===== config.mk =====
export PLATFORM = sky130hd
export DESIGN_NAME = dyt_regfile_sb
export DESIGN_NICKNAME = d
export VERILOG_FILES = /design/src/rtl/dyt_rf_pkg.sv /design/src/rtl/dyt_rf_scoreboard.sv /design/src/rtl/dyt_regfile_sb.sv
export SDC_FILE = /design/constraint.sdc
export NUM_CORES = 1
export LEC_CHECK = 0
export CAP_MARGIN = 20
export CORE_UTILIZATION = 61
export CTS_CLUSTER_SIZE = 16
export DETAILED_ROUTE_END_ITERATION = 12
export GPL_ROUTABILITY_DRIVEN = 0
export GPL_TIMING_DRIVEN = 0
export PLACE_DENSITY = 0.87
export SLEW_MARGIN = 0
export SYNTH_ARGS = -nofsm -noshare
export SYNTH_HDL_FRONTEND = slang
export SYNTH_SLANG_ARGS = --single-unit

===== constraint.sdc =====
create_clock -name clk -period 5.9 [get_ports clk]
set_clock_uncertainty 0.15 [all_clocks]
set_input_delay 0.885 -clock clk [delete_from_list [all_inputs] [get_ports clk]]
set_output_delay 0.885 -clock clk [all_outputs]
set_load 0.005 [all_outputs]

===== src/rtl/dyt_rf_pkg.sv =====
// rtl/dyt_rf_pkg.sv - shared constants, types and popcount for the dyt register file
package dyt_rf_pkg;
  localparam int XLEN_DEF = 32;
  localparam int ADDR_W_E = 4;
  localparam int ADDR_W_I = 5;
  localparam int MAX_ENT  = 1 << ADDR_W_I;

  typedef logic [ADDR_W_I-1:0] rf_addr_t;
  typedef logic [XLEN_DEF-1:0] rf_word_t;

  function automatic logic [ADDR_W_I:0] popcount(input logic [MAX_ENT-1:0] v);
    logic [ADDR_W_I:0] c;
    c = '0;
    for (int i = 0; i < MAX_ENT; i++) begin
      c = c + {{ADDR_W_I{1'b0}}, v[i]};
    end
    return c;
  endfunction
endpackage


===== src/rtl/dyt_rf_scoreboard.sv =====
// rtl/dyt_rf_scoreboard.sv - pending-write scoreboard: issue/write-back/flush update, iss_ready, pend_cnt
module dyt_rf_scoreboard
  import dyt_rf_pkg::*;
#(
  parameter int ADDR_W = ADDR_W_E,
  localparam int NENT = 1 << ADDR_W
) (
  input  logic              clk,
  input  logic              rst,
  input  logic              iss_valid,
  input  logic [ADDR_W-1:0] iss_addr,
  output logic              iss_ready,
  input  logic              wb_en,
  input  logic [ADDR_W-1:0] wb_addr,
  input  logic              flush,
  output logic [NENT-1:0]   pending,
  output logic [ADDR_W:0]   pend_cnt
);

  logic [NENT-1:0]    pend_q;
  logic [NENT-1:0]    pend_nxt;
  logic [MAX_ENT-1:0] pend_ext;
  logic               iss_fire;

  // Only registered state feeds iss_ready, keeping wb_*/iss_valid off this path.
  assign iss_ready = !pend_q[iss_addr] || (iss_addr == '0);
  assign iss_fire  = iss_valid && iss_ready && (iss_addr != '0);

  always_comb begin
    pend_nxt = pend_q;
    if (wb_en && (wb_addr != '0)) pend_nxt[wb_addr] = 1'b0;
    if (iss_fire) pend_nxt[iss_addr] = 1'b1;
    if (flush) pend_nxt = '0;
    pend_nxt[0] = 1'b0;
  end

  assign pend_ext = MAX_ENT'(pend_nxt);

  always_ff @(posedge clk or negedge rst) begin
    if (!rst) begin
      pend_q   <= '0;
      pend_cnt <= '0;
    end else begin
      pend_q   <= pend_nxt;
      pend_cnt <= (ADDR_W+1)'(popcount(pend_ext));
    end
  end

  assign pending = pend_q;

endmodule


===== src/rtl/dyt_regfile_sb.sv =====
// rtl/dyt_regfile_sb.sv - parametrised integer register file with pending-write scoreboard
// Optional same-cycle write-to-read forwarding under macro DYT_RF_BYPASS_EN.
module dyt_regfile_sb
  import dyt_rf_pkg::*;
#(
  parameter int XLEN   = XLEN_DEF,
  parameter int ADDR_W = ADDR_W_E,
  parameter int NUM_RD = 2
) (
  input  logic                     clk,
  input  logic                     rst,
  input  logic [NUM_RD*ADDR_W-1:0] rd_addr,
  output logic [NUM_RD*XLEN-1:0]   rd_data,
  output logic [NUM_RD-1:0]        rd_ready,
  input  logic                     iss_valid,
  input  logic [ADDR_W-1:0]        iss_addr,
  output logic                     iss_ready,
  input  logic                     wb_en,
  input  logic [ADDR_W-1:0]        wb_addr,
  input  logic [XLEN-1:0]          wb_data,
  input  logic                     flush,
  output logic [ADDR_W:0]          pend_cnt
);

  localparam int NENT = 1 << ADDR_W;

  logic [XLEN-1:0]   mem [NENT];
  logic [NENT-1:0]   pending;
  logic [ADDR_W-1:0] ra  [NUM_RD];

  dyt_rf_scoreboard #(.ADDR_W(ADDR_W)) u_sb (
    .clk       (clk),
    .rst       (rst),
    .iss_valid (iss_valid),
    .iss_addr  (iss_addr),
    .iss_ready (iss_ready),
    .wb_en     (wb_en),
    .wb_addr   (wb_addr),
    .flush     (flush),
    .pending   (pending),
    .pend_cnt  (pend_cnt)
  );

  // Entry 0 is reset and never written, so it is a constant zero.
  always_ff @(posedge clk or negedge rst) begin
    if (!rst) begin
      for (int i = 0; i < NENT; i++) mem[i] <= '0;
    end else if (wb_en && (wb_addr != '0)) begin
      mem[wb_addr] <= wb_data;
    end
  end

  for (genvar p = 0; p < NUM_RD; p++) begin : g_ra
    assign ra[p] = rd_addr[p*ADDR_W +: ADDR_W];
  end

  always_comb begin
    rd_data  = '0;
    rd_ready = '0;
    for (int p = 0; p < NUM_RD; p++) begin
      rd_data[p*XLEN +: XLEN] = (ra[p] == '0) ? '0 : mem[ra[p]];
      rd_ready[p]             = !pending[ra[p]];
`ifdef DYT_RF_BYPASS_EN
      if (wb_en && (wb_addr == ra[p]) && (wb_addr != '0)) begin
        rd_data[p*XLEN +: XLEN] = wb_data;
        rd_ready[p]             = 1'b1;
      end
`endif
    end
  end

endmodule

After elaboration in Yosys (flattened, before gate mapping)
Cells that the tools add are included.

operators by class
  add/subtract/negate cells = 14
  $mul = 0
  divide/modulo/power cells = 0
  order comparisons = 10
  equality and inequality tests = 0
  shift-type cells = 0
  multiplexer cells = 24
  bitwise gates (word level) = 6
  reductions and logical operators = 15

operator list
  kind                  number
  $bwmux W512           1
  $bmux W32 S4          2
  $mux W32              7
  $demux W32 S4         1
  $add A5 B1 Y5         13
  $mux W16              3
  $lt A4 B5 Y1 const B  4
  $and A16 B16 Y16      1
  $not A16 Y16          1
  $or A16 B16 Y16       1
  $ge A5 B5 Y1 const B  3
  $not A4 Y5            3
  $bmux W1 S4           3
  $logic_not A4 Y1      3
  $demux W1 S4          2
  $ge A4 B1 Y1 const B  2
  $reduce_bool A4 Y1    2
  $logic_and A1 B1 Y1   6
  $lt A5 B1 Y1 const B  1
  $mux W1               5
  $logic_not A1 Y1      3
  $add A1 B1 Y2         1
  $logic_or A1 B1 Y1    1

storage, ports and cells
  flip-flop bits (word level) = 532
  latch bits = 0
  bits in writable memories = 0
  bits in read-only memories = 0
  bits of input ports = 53
  output and inout port bits = 72
  logic and storage cells = 87
  memories kept = 0

Logic depth before layout (Yosys ltp)
  depth in word-level cells = 24
  depth in mapped cells = 20
  mapped depth without buffers = 18

Hierarchy
From an unflattened synthesis, not the netlist that was laid out.

second synthesis, totals
  cell total of the unflattened synthesis = 1,811
  area, all modules = 27,174.8 um^2

by module, submodules not included
  module             instances  cells each  area each (um^2)  sequential area each (um^2)
  dyt_regfile_sb     1          1,668       25,737.2          12,036.5
  dyt_rf_scoreboard  1          143         1,437.6           500.5

Least setup slack after synthesis
OpenSTA, ideal clock, no wires.

  kind = input to register
  start point = input port iss_addr[0]
  end point = register u_sb.pend_cnt[4]
  setup time = 64 ps
  arrival = 5,110 ps
  setup slack = 576 ps
  cell stages on the path = 19
  cell sequence = buf_6 mux2_2 a221oi_1 nand3_1 o21ai_0 ha_1 inv_1 fa_1 fa_1 inv_1 fa_1 inv_1 fa_1 inv_1 ha_1 inv_1 fa_1 nor2b_1 o21a_1

between the ends
  longest elaborated chain between the ends = 22

ends and longest elaborated chain
  element                                                               RTL line                 source
  from (decl)                                                           dyt_regfile_sb.sv:16     input logic [ADDR_W-1:0] iss_addr,
  parallel branches: the longest is 6 deep, another holds $lt A4 B5 Y1  -
  $mux W16 *                                                            dyt_rf_scoreboard.sv:32  if (iss_fire) pend_nxt[iss_addr] = 1'b1;
  $mux W16 *                                                            dyt_rf_scoreboard.sv:33  if (flush) pend_nxt = '0;
  net u_sb.pend_ext[1]                                                  dyt_rf_scoreboard.sv:22  logic [MAX_ENT-1:0] pend_ext;
  $add A1 B1 Y2 *                                                       dyt_rf_pkg.sv:15         c = c + {{ADDR_W_I{1'b0}}, v[i]};
  $add A5 B1 Y5 * (13 in a row)                                         dyt_rf_pkg.sv:15
  to (signal assigned)                                                  dyt_rf_scoreboard.sv:45  pend_cnt <= (ADDR_W+1)'(popcount(pend_ext));
  to (decl)                                                             dyt_rf_scoreboard.sv:17  output logic [ADDR_W:0] pend_cnt

Mark *: on every way through the listed nets, which the timed path passes. The select of a mux whose other input is x is not followed.
A chain may end at the register's enable or synchronous reset.

Worst setup path after layout
  start point = input port rd_addr[2]
  end point = output port rd_data[1]

between the ends
  longest elaborated chain between the ends = 5

ends and longest elaborated chain
  element                                      RTL line              source
  from (decl)                                  dyt_regfile_sb.sv:12  input logic [NUM_RD*ADDR_W-1:0] rd_addr,
  $not A4 Y5 (not written as such)             dyt_regfile_sb.sv:61  rd_data[p*XLEN +: XLEN] = (ra[p] == '0) ? '0 : mem[ra[p]];
  $bmux W32 S4                                 dyt_regfile_sb.sv:61
  $mux W32 (not written as such) (2 in a row)  dyt_regfile_sb.sv:61
  $mux W32 *                                   dyt_regfile_sb.sv:61
  to (decl)                                    dyt_regfile_sb.sv:13  output logic [NUM_RD*XLEN-1:0] rd_data,

Mark *: on every way between the ends. The rest lies on a longest branch, timed or not. The select of a mux whose other input is x is not followed.

==> flow_summary.json <==
{
  "cts_buffers": 53,
  "synth-seq-cells": 500,
  "status": "finished, violations left",
  "synth_top_family_by_area": "multiplexers",
  "syn_inst": 1980,
  "ys.flop_type": "dfrtp_1",
  "vias": 21100,
  "start_kind": "input port",
  "syn_area_per_cell_um2": 13.9,
  "clock_tree.root_cell": "clkbuf_16",
  "async_flop_share_pct": 100,
  "wl_mm": 98.0,
  "crit_path_top_delay_cell": "clkbuf_1",
  "crit_family": "buffers and inverters",
  "wire_per_inst_um": 35.0,
  "r2r_setup_slack_ns": 0.65,
  "layout_commonest_cell": "mux2_2",
  "grt_pass1_wl_mm": 142,
  "rsz0062_at_grt": "false",
  "r2r_cells": 18,
  "grt_max_degree": 108,
  "drcViolationCount": 0,
  "clkTransAtPathRegs_ns": 0.06,
  "cap_violations": 0,
  "synth_compound_area_share_pct": 7.21,
  "crit_path_max_incr_delay_ns": 0.82,
  "max_slew_margin_pct": 10.9,
  "synth_xor_xnor_area_share_pct": 0.0635,
  "synth_fa_ha_area_share_pct": 0.926,
  "drv_slew": 0,
  "via_per_inst": 7.54,
  "core_um2": 44400,
  "hold_class": "in2async",
  "vdd_ir_drop_max_v": 0.000246,
  "synth-edff-count": 0,
  "fin_nets": 2233,
  "clockBufferDepth": 3,
  "htreeDepth": 2,
  "grt_use_total_pct": 42.7,
  "critPathArrivalTime_ns": 5.04,
  "numPortBuffers": 117,
  "report.final.setup_viol": 1,
  "post-route-period-util_pct": 103,
  "layout_min_cycle_time_ns": 6.07,
  "max_freq_ghz": 0.165,
  "cts_setup_buffers": 0,
  "start_util_pct": 62.1,
  "critPathMaxFanout": 10,
  "cts_hold_buf": 0,
  "hold_ws_ns": 0.0129,
  "final_cell_mix": "mux2_2 (618), dfrtp_1 (500), mux4_2 (137)",
  "drive_gt1_share_pct": 44.2,
  "syn_area_um2": 27600,
  "dp_hpwl_mm": 62.0,
  "layout_setup_ws_ns": -0.174,
  "dpl.cell_count": 2700,
  "cts_tree": "yes",
  "violations": "setup timing",
  "die_h_um": 215,
  "leakagePower_nw": 13.3,
  "dr.pass1.iters": 8,
  "yosysSeqAreaShare_pct": 45.4,
  "powerDensity_nw_per_um2": 350,
  "num_io_pins": 125,
  "grt_pass1_vias": 21700,
  "finalHoldViolCount": 0,
  "ys_types": 48,
  "die_area_um2": 46100,
  "clock-sinks": 500,
  "ys_warn_count": 0,
  "worstPathRequired_ns": 4.87,
  "crit_buf_inv": 6,
  "synthesis.nets": 2048,
  "area_delta_synth_final_pct": 14.4,
  "dieWidth_um": 215,
  "synthMuxAreaShare_pct": 40.0,
  "timing.rr.end": "u_sb.pend_cnt[4]",
  "max_slew.worst_pin.slew_ns": 1.34,
  "grt_overflow_total": 0,
  "r2r-start": "u_sb.pending[2]",
  "layout.cells.non_filler": 2799,
  "cp_cell_sequence": "clkdlybuf4s50_1, buf_2, clkbuf_1, buf_8, clkbuf_1, o21ai_0, clkdlybuf4s50_1",
  "clkLatencyLatePin_ns": 0.62,
  "antenna_found_initial": 2,
  "antenna_left": 0,
  "worstSetupPathType": "in2out",
  "rows": 77,
  "endpoint_kind": "output pin",
  "initialDrtViolationCount": 3131,
  "synthSimpleGateAreaFrac_pct": 2.34
}
==> metrics by stage <==
| step | utilization [%] | instance area, um^2 | setup WS (ns) | TNS [ns] | total power (W) |
|---|---|---|---|---|---|
| floorplan | - | 27600 | 0.576 | 0 | 0.00649 |
| global placement | 66.4 | 29500 | -17.46 | -8716.03 | 0.00731 |
| detailed placement | 66.9 | 29700 | -0.597 | -1.99 | 0.00750 |
| CTS | 70.9 | 31500 | 0.0410 | 0 | 0.0109 |
| global route | 71.0 | 31500 | 0.0225 | 0 | 0.0113 |
| finish | 71.0 | 31500 | -0.174 | -0.174 | 0.0110 |
==> worst max-delay path by stage <==
stage / start / end / slack [ns] / depth (start not counted)
after floorplan: iss_addr[0] / u_sb.pend_cnt[4] / 0.58 / 19
after global placement: rst / mem[37] / -17.46 / 1
after detailed placement: wb_addr[0] / u_sb.pend_cnt[4] / -0.60 / 21
after CTS: wb_addr[0] / u_sb.pend_cnt[4] / 0.04 / 21
after global routing: wb_addr[3] / u_sb.pend_cnt[4] / 0.02 / 18
final: rd_addr[2] / rd_data[1] / -0.17 / 7
==> kinds of logic (layout without fill, tap and decap cells) <==
kind of cell | count (synthesis) | in the layout
AO/OA/AOI/OAI | 258 | 258
XOR/XNOR | 2 | 2
adder cells (fa/ha/maj) | 15 | 15
buffers and inverters | 234 | 460
flip-flops | 500 | 500
multiplexers | 852 | 852
other | 0 | 1
AND/OR/NAND/NOR | 119 | 119
==> timing repair <==
action / CTS / global route
endpoints found under the hold margin: 0 / 0
endpoints found under the setup margin: 0 / 3
resized for setup: 0 / 5
==> layout make-up <==
| class | count | area, um^2 |
|---|---|---|
| Fill cell | 2847 | 12900 |
| Tap cell | 592 | 741 |
| Antenna cell | 1 | 2.50 |
| Clock inverter | 22 | 195 |
| Clock buffer | 74 | 1560 |
| Buffer | 193 | 992 |
| Inverter | 39 | 146 |
| Sequential cell | 500 | 12500 |
| Timing Repair Buffer | 132 | 1450 |
| Multi-Input combinational cell | 1246 | 13900 |
==> power by group <==
group	internal, W	total, W	switching (W)
Clock	0.00197	0.00345	0.00148
Combinational	0.00161	0.00278	0.00116
Sequential	0.00421	0.00482	0.000613
==> state kept, by name, indices dropped and copies added (netlist names) <==
signal / cells
mem: 480
u_sb.pending: 15
u_sb.pend_cnt: 5
==> cells in the mapped netlist (20+ instances only) <==
master | count | area share, %
a221o_1 | 28 | 1.0
a22oi_1 | 51 | 1.4
buf_2 | 84 | 1.5
clkbuf_1 | 78 | 1.1
dfrtp_1 | 500 | 45
inv_1 | 38 | 0.52
mux2_2 | 618 | 25
mux2i_1 | 95 | 3.4
mux4_2 | 137 | 11
nand2_1 | 20 | 0.27
nand3_1 | 22 | 0.40
nor2b_1 | 36 | 0.82
o21ai_0 | 38 | 0.69
o221ai_1 | 43 | 1.4
==> per-layer routing <==
layer	vias to the layer above	track usage, %	wire length, um
met1	10700	51.7	33100
li1	7942	-	-
met5	-	0	23
met2	1889	60.4	41400
met3	615	18.7	14600
met4	4	31.7	8890
Power figures use the tool's default switching activity.
